===== src/rtl/exec_dispatcher.sv =====
`default_nettype none
// ============================================================================
// Module      : exec_dispatcher
// Description : Single-issue dispatcher between a decode stage and one
//               execution element. It accepts one operation at a time and
//               latches its operands. It strobes the element with
//               elem_reset for a fixed number of cycles, then waits for a
//               rising edge of elem_completed or a timeout. The result (or
//               a timeout error) is offered on a valid/ready write-back port.
// Revision    : 1.0 - initial release
// ----------------------------------------------------------------------------
// Parameters
//   TIMEOUT_CYCLES : WAIT cycles allowed before an operation is aborted
//                    (2..65535)
//   START_HOLD     : cycles elem_reset stays high after the operand latch
//                    (1..15)
// Ports
//   clk, reset            : clock, asynchronous active-low reset
//   req_valid/req_ready   : request handshake from decode
//   req_inst_num, req_const16_x, req_shift5, req_rs, req_rt, req_dest
//                         : operation fields and destination tag
//   elem_reset            : start/reset strobe to the element (active high)
//   elem_inst_num, elem_const16_x, elem_shift5, elem_rs, elem_rt
//                         : latched operands to the element
//   elem_completed, elem_out : element result-valid level and result
//   wb_valid/wb_ready     : write-back handshake
//   wb_dest, wb_data, wb_error : write-back tag, result, timeout flag
//   busy                  : high whenever not idle
//   done_count            : count of error-free completed write-backs
// ============================================================================
module exec_dispatcher #(
    parameter int TIMEOUT_CYCLES = 64,
    parameter int START_HOLD     = 2
) (
    input  logic        clk,
    input  logic        reset,

    input  logic        req_valid,
    output logic        req_ready,
    input  logic [5:0]  req_inst_num,
    input  logic [31:0] req_const16_x,
    input  logic [4:0]  req_shift5,
    input  logic [31:0] req_rs,
    input  logic [31:0] req_rt,
    input  logic [4:0]  req_dest,

    output logic        elem_reset,
    output logic [5:0]  elem_inst_num,
    output logic [31:0] elem_const16_x,
    output logic [4:0]  elem_shift5,
    output logic [31:0] elem_rs,
    output logic [31:0] elem_rt,
    input  logic        elem_completed,
    input  logic [31:0] elem_out,

    output logic        wb_valid,
    input  logic        wb_ready,
    output logic [4:0]  wb_dest,
    output logic [31:0] wb_data,
    output logic        wb_error,

    output logic        busy,
    output logic [15:0] done_count
);

    typedef enum logic [1:0] {
        S_IDLE  = 2'd0,
        S_START = 2'd1,
        S_WAIT  = 2'd2,
        S_WB    = 2'd3
    } state_t;

    localparam logic [3:0]  HOLD_LAST    = 4'(START_HOLD - 1);
    localparam logic [15:0] TIMEOUT_LAST = 16'(TIMEOUT_CYCLES - 1);

    // ------------------------------------------------------------------
    // State and datapath registers
    // ------------------------------------------------------------------
    state_t      state_q,        state_d;
    logic [3:0]  hold_cnt_q,     hold_cnt_d;
    logic [15:0] wait_cnt_q,     wait_cnt_d;
    logic        comp_prev_q,    comp_prev_d;

    logic [5:0]  inst_num_q,     inst_num_d;
    logic [31:0] const16_x_q,    const16_x_d;
    logic [4:0]  shift5_q,       shift5_d;
    logic [31:0] rs_q,           rs_d;
    logic [31:0] rt_q,           rt_d;
    logic [4:0]  dest_q,         dest_d;

    logic [31:0] wb_data_q,      wb_data_d;
    logic        wb_error_q,     wb_error_d;
    logic [15:0] done_count_q,   done_count_d;

    // Control outputs are registered copies of the next-state decode so
    // they change cleanly on the clock edge together with the state.
    logic        req_ready_q,    req_ready_d;
    logic        elem_reset_q,   elem_reset_d;
    logic        wb_valid_q,     wb_valid_d;
    logic        busy_q,         busy_d;

    // A completion is only the rising edge of the element's level; a level
    // already high when WAIT is entered was left over and is ignored.
    logic        completion;

    // ------------------------------------------------------------------
    // Next-state logic
    // ------------------------------------------------------------------
    always_comb begin
        state_d      = state_q;
        hold_cnt_d   = hold_cnt_q;
        wait_cnt_d   = wait_cnt_q;
        comp_prev_d  = elem_completed;
        inst_num_d   = inst_num_q;
        const16_x_d  = const16_x_q;
        shift5_d     = shift5_q;
        rs_d         = rs_q;
        rt_d         = rt_q;
        dest_d       = dest_q;
        wb_data_d    = wb_data_q;
        wb_error_d   = wb_error_q;
        done_count_d = done_count_q;

        completion   = elem_completed & ~comp_prev_q;

        case (state_q)
            S_IDLE: begin
                if (req_valid) begin
                    inst_num_d  = req_inst_num;
                    const16_x_d = req_const16_x;
                    shift5_d    = req_shift5;
                    rs_d        = req_rs;
                    rt_d        = req_rt;
                    dest_d      = req_dest;
                    hold_cnt_d  = 4'd0;
                    state_d     = S_START;
                end
            end

            S_START: begin
                if (hold_cnt_q == HOLD_LAST) begin
                    wait_cnt_d = 16'd0;
                    state_d    = S_WAIT;
                end else begin
                    hold_cnt_d = hold_cnt_q + 4'd1;
                end
            end

            S_WAIT: begin
                // Completion is tested first so it wins over a timeout
                // landing in the same cycle.
                if (completion) begin
                    wb_data_d  = elem_out;
                    wb_error_d = 1'b0;
                    state_d    = S_WB;
                end else if (wait_cnt_q == TIMEOUT_LAST) begin
                    wb_data_d  = 32'd0;
                    wb_error_d = 1'b1;
                    state_d    = S_WB;
                end else begin
                    wait_cnt_d = wait_cnt_q + 16'd1;
                end
            end

            S_WB: begin
                if (wb_ready) begin
                    if (!wb_error_q) begin
                        done_count_d = done_count_q + 16'd1;
                    end
                    state_d = S_IDLE;
                end
            end

            default: begin
                state_d = S_IDLE;
            end
        endcase

        req_ready_d  = (state_d == S_IDLE);
        elem_reset_d = (state_d == S_IDLE) || (state_d == S_START);
        wb_valid_d   = (state_d == S_WB);
        busy_d       = (state_d != S_IDLE);
    end

    // ------------------------------------------------------------------
    // Registers
    // ------------------------------------------------------------------
    always_ff @(posedge clk or negedge reset) begin
        if (!reset) begin
            state_q      <= S_IDLE;
            hold_cnt_q   <= 4'd0;
            wait_cnt_q   <= 16'd0;
            comp_prev_q  <= 1'b0;
            inst_num_q   <= 6'd0;
            const16_x_q  <= 32'd0;
            shift5_q     <= 5'd0;
            rs_q         <= 32'd0;
            rt_q         <= 32'd0;
            dest_q       <= 5'd0;
            wb_data_q    <= 32'd0;
            wb_error_q   <= 1'b0;
            done_count_q <= 16'd0;
            req_ready_q  <= 1'b1;
            elem_reset_q <= 1'b1;
            wb_valid_q   <= 1'b0;
            busy_q       <= 1'b0;
        end else begin
            state_q      <= state_d;
            hold_cnt_q   <= hold_cnt_d;
            wait_cnt_q   <= wait_cnt_d;
            comp_prev_q  <= comp_prev_d;
            inst_num_q   <= inst_num_d;
            const16_x_q  <= const16_x_d;
            shift5_q     <= shift5_d;
            rs_q         <= rs_d;
            rt_q         <= rt_d;
            dest_q       <= dest_d;
            wb_data_q    <= wb_data_d;
            wb_error_q   <= wb_error_d;
            done_count_q <= done_count_d;
            req_ready_q  <= req_ready_d;
            elem_reset_q <= elem_reset_d;
            wb_valid_q   <= wb_valid_d;
            busy_q       <= busy_d;
        end
    end

    // ------------------------------------------------------------------
    // Outputs
    // ------------------------------------------------------------------
    assign req_ready      = req_ready_q;
    assign elem_reset     = elem_reset_q;
    assign elem_inst_num  = inst_num_q;
    assign elem_const16_x = const16_x_q;
    assign elem_shift5    = shift5_q;
    assign elem_rs        = rs_q;
    assign elem_rt        = rt_q;
    assign wb_valid       = wb_valid_q;
    assign wb_dest        = dest_q;
    assign wb_data        = wb_data_q;
    assign wb_error       = wb_error_q;
    assign busy           = busy_q;
    assign done_count     = done_count_q;

endmodule
`default_nettype wire


===== config.mk =====
export PLATFORM = sky130hd
export DESIGN_NAME = exec_dispatcher
export DESIGN_NICKNAME = d
export VERILOG_FILES = /design/src/rtl/exec_dispatcher.sv
export SDC_FILE = /design/constraint.sdc
export NUM_CORES = 1
export LEC_CHECK = 0
export BUFFER_PORTS_ARGS = -buffer_cell sky130_fd_sc_hd__buf_4
export CORE_ASPECT_RATIO = 1.2
export CORE_MARGIN = 1.5
export CORE_UTILIZATION = 41
export CTS_CLUSTER_SIZE = 30
export DETAILED_ROUTE_END_ITERATION = 8
export PLACE_DENSITY_LB_ADDON = 0.1
export SETUP_SLACK_MARGIN = 0.2
export SLEW_MARGIN = 20
export SYNTH_ARGS = -nofsm -noshare
export SYNTH_HDL_FRONTEND = slang
export SYNTH_SLANG_ARGS = --single-unit

===== constraint.sdc =====
create_clock -name clk -period 2.1 [get_ports clk]
set_clock_uncertainty 0.05 [all_clocks]
set_input_delay 0.525 -clock clk [delete_from_list [all_inputs] [get_ports clk]]
set_output_delay 0.525 -clock clk [all_outputs]
set_load 0.01 [all_outputs]

; Yosys cells after proc, flatten, opt, wreduce, memory -nomap -nowiden
; Index checks and enable logic that the tools add are counted.
[word_totals]
reg_bits = 188
input_bits = 149
out_inout_bits = 165
elab_cells = 64
[op_classes]
addsub = 3
n_eq_ne = 12
mux = 17
n_bitwise = 3
n_reduce_logical = 12
[op_table]
columns = operator, n
row1 = $mux 32, 2
row2 = $mux 16, 3
row3 = $add 16x1->16 const B, 2
row4 = $pmux 16 s2, 1
row5 = $eq 16x6->1 const B, 1
row6 = $mux 2, 5
row7 = $ne 2x2->1 const B, 5
row8 = $mux 4, 2
row9 = $pmux 2 s4, 1
row10 = $pmux 4 s2, 1
row11 = $reduce_bool 2->1, 4
row12 = $eq 2x2->1 const B, 3
row13 = $reduce_and 3->1, 2
row14 = $add 4x1->4 const B, 1
row15 = $eq 2x1->1 const B, 2
row16 = $eq 4x1->1 const B, 1
row17 = $logic_not 2->1, 2
row18 = $reduce_and 2->1, 2
row19 = $reduce_and 4->1, 1
row20 = $mux 1, 2
row21 = $not 1->1, 2
row22 = $and 1x1->1, 1
row23 = $logic_or 1x1->1, 1

; Logic depth before layout (Yosys ltp)
[depth]
ltp_word = 6
mapped_depth = 8
mapped_depth_nobuf = 6

; Least setup slack after synthesis
; No wires, ideal clock.
[synth_timing]
path_type = reg2reg
startpoint = register hold_cnt_q[1]
endpoint = register wait_cnt_q[4]
setup_time_ps = 79
arrival_time_ps = 1768
required_ps = 1971
path_slack_ps = 203
path_stages_with_launch = 9
n_path_buf = 2
period_less_slack_ps = 1897
path_cell_list = dfrtp_1 > inv_1 > ha_1 > nor3b_1 > a2bb2oi_1 > buf_2 > buf_4 > a211oi_1 > mux2i_1
[synth_via]
elab_chain_cells = 3
[synth_lines]
columns = item, line_no
row1 = from (decl), 80  ; logic [3:0] hold_cnt_q, hold_cnt_d;
row2 = from (signal assigned), 209  ; hold_cnt_q <= hold_cnt_d;
row3 = $eq 4x1->1, 141  ; if (hold_cnt_q == HOLD_LAST) begin
row4 = $ne 2x2->1 (no line), -
row5 = $reduce_and 4->1 (no line), -
row6 = to (signal assigned), 210  ; wait_cnt_q <= wait_cnt_d;
row7 = to (decl), 81  ; logic [15:0] wait_cnt_q, wait_cnt_d;
; No other way between the ends.
; A chain may end at the register's enable or synchronous reset.

; Final worst setup path
[layout_timing]
startpoint = register hold_cnt_q[1]
endpoint = register wait_cnt_q[10]
; Same word-level chain as after synthesis.

==> qor.yml <==
sta:
  slew_headroom: 0.6005
  finalSetupViolations: 0
  period_needed_ns: 1.863
  fin_crit_sh: 0.8870
  rsz0062_at_grt: "true"
  hold_viol: 0
  drv_slew: 0
  fin_tns_setup_ns: 0
  tightest_slew_ns: 0.5993
  timing.fmax_mhz: 536.9
placement:
  dp_cells: 1277
  hpwl_microns: 14560
  gp_congestion: 0.7799
  portBuffers: 313
clock_tree:
  cts_tree: "built"
  numCtsBuffers: 17
  clock_sinks: 188
  clock_latency_ns: 0.43
  clock_path_buffers: 2
  htree_levels: 4
  clk_pin_slew_worst_paths_ns: 0.07
  root_buffer: "clkbuf_16"
critical_path:
  cp-end-kind: "flop"
  r2r_slack_ns: 0.24
  required_ns: 2.40
  cp_max_fo: 6
  cp.arrival_ns: 2.16
  path_class: "flop to flop"
  startpoint_type: "flop"
synth:
  synth_ff_type: "dfrtp_1"
  synth_edf_count: 0
  yosysUniqueCellTypes: 45
  synth_seq_cells: 188
  syn_area_per_cell_sq_um: 9.849
  ys_warn_count: 0
  async_flop_share: 1.000
  synthCells: 765
  ys_seq_area_frac: 0.6247
  syn_nets: 918
  synth.cell_area_sq_um: 7535
drt:
  first_pass_iters: 4
  viasPerCell: 4.756
  wl_per_cell_microns: 15.81
  wl_microns: 20760
  drt_iter0_drc: 357
  drc_errors: 0
  via_count: 6244
  postRouteAntennaNets: 0
floorplanning:
  core_sq_um: 18110
  dieHeight_microns: 151.5
  rows: 54
  fp.dieArea_sq_um: 19200
  initial_core_util: 0.4161
  die_w_microns: 126.8
  ios: 314
finish:
  antenna_cells: 0
  drive_above_1_share: 0.3535
  fin_nets: 1229
  final_common_cell: "nand2_1"
  area_delta_synth_final_pct: 43.99
  fill_cells: 1589
  stdcell_count: 1313
  mostFrequentLayoutCells: "nand2_1 (364), buf_4 (321), dfrtp_1 (185)"
flow_run:
  drv_cap: 0
global_routing:
  grt_pass1_vias: 6063
  grt_use_total: 0.2134
  grt_max_degree: 116
  grt.overflow.total: 0
  antenna_found_initial: 0
  grt_pass1_wl_microns: 31670
power_and_ir_drop:
  leakagePower_nw: 5.904
  irDropWorstVdd_mv: 0.7116
  power.density_nw_per_um2: 1412
hold_path:
  min_path_type: "primary input to flop"
outcome:
  status: "complete, no violations"
cells in the mapped netlist, types with 2 or more instances:
cell type	count	area (sq um)
ha_1	4	50.05
a21oi_1	8	40.04
buf_1	2	7.510
nand2_1	365	1370
nand3_1	8	40.04
nand2b_1	8	50.05
and2_1	3	18.77
mux2_2	3	33.78
nor4_1	5	31.28
nor3_1	7	35.03
buf_2	8	40.04
nor2_1	10	37.54
mux2i_1	12	120.1
a22o_1	30	262.8
buf_6	2	22.52
and2b_1	3	22.52
dfrtp_1	186	4654
or4_1	4	30.03
dfstp_2	2	52.55
inv_1	10	37.54
and4_1	4	35.03
nor3b_1	2	15.01
and4b_1	2	20.02
o31ai_1	4	30.03
a211oi_1	5	37.54
nand4_2	2	25.02
nand4_1	7	43.79
xnor2_1	6	52.55
xor2_1	10	87.58
clkbuf_1	27	101.4
and3_1	2	12.51
critical path, stage by stage, from the launching register on:
cell and delay, ns:
dfrtp_1 0.38, inv_1 0.06, ha_2 0.16, nor3b_2 0.16, buf_4 0.15, a2bb2oi_4 0.08, clkbuf_16 0.17, or4_1 0.46
a21oi_1 0.13
sequential cells by signal, summed over array words and instances, names as in the netlist:
name and flops:
wb_valid 1, done_count 16, elem_shift5 5, comp_prev_q 1, wait_cnt_q 16, elem_rt 32
busy 1, wb_error 1, wb_dest 5, elem_reset 1, elem_const16_x 32, hold_cnt_q 4
elem_inst_num 6, state_q 2, elem_rs 32, req_ready 1, wb_data 32
power by group:
| group | switching, mW | internal [mW] |
|---|---|---|
| registers | 0.979 | 5.16 |
| clock network | 1.45 | 1.57 |
| logic | 3.11 | 3.04 |
| total | 5.54 | 9.78 |
metrics by stage:
step | worst slack [ns] | power (mW) | utilization | hold slack [ns] | instance area (sq um)
2_1_floorplan | 0.2028 | 8.898 | - | 0.1794 | 7535
3_3_place_gp | 0.2063 | 12.18 | 0.5634 | 0.3986 | 10200
3_5_place_dp | 0.1739 | 12.29 | 0.5634 | 0.3977 | 10200
4_1_cts | 0.2001 | 15.37 | 0.5947 | 0.1425 | 10770
5_1_grt | 0.1309 | 16.37 | 0.5992 | 0.1390 | 10850
6_report | 0.2374 | 15.32 | 0.5992 | 0.1616 | 10850
layout make-up:
cell class                      instances  area (sq um)  share of cell area
Multi-Input combinational cell        527          2671              0.2462
Clock buffer                           18         439.2             0.04048
Tap cell                              224         280.3             0.02583
Inverter                               10         37.54            0.003460
Sequential cell                       188          4708              0.4340
Timing Repair Buffer                  332          2601              0.2398
Clock inverter                         14         111.4             0.01026
cells by family (layout without fill, tap and decap cells):
family | count (synthesis) | after routing | synth area share
buf+inv | 50 | 374 | 0.02873
compound gates | 54 | 54 | 0.05762
mux | 15 | 15 | 0.02043
simple gates | 438 | 438 | 0.2433
fa+ha+maj | 4 | 4 | 0.006643
flops | 188 | 188 | 0.6247
xor+xnor | 16 | 16 | 0.01860
worst paths after layout:
| check | cells past startpoint | endpoint | from |
|---|---|---|---|
| max | 8 | wait_cnt_q[10] | hold_cnt_q[1] |
| min | 1 | comp_prev_q | elem_completed |
| max reg2reg | 8 | wait_cnt_q[10] | hold_cnt_q[1] |
| min reg2reg | 2 | elem_const16_x[17] | elem_const16_x[17] |
| max in group asynchronous | 3 | elem_rs[7] | reset |
| min in group asynchronous | 2 | elem_rs[27] | reset |
layer usage:
metal	global-route usage	wire, microns
met1	0.2502	8073
met5	0	0
met2	0.3511	10360
met4	0.07784	464
met3	0.09235	1863
repair_timing:
action                                  CTS  global route
gates cloned                              0             2
pin swaps                                 0             5
hold buffers                              1             0
buffers inserted                          0             1
endpoints found under the hold margin    27             0
endpoints found under the setup margin    3            42
gates resized for setup                   1            13
Note: power is estimated with default switching activity, not from simulation.
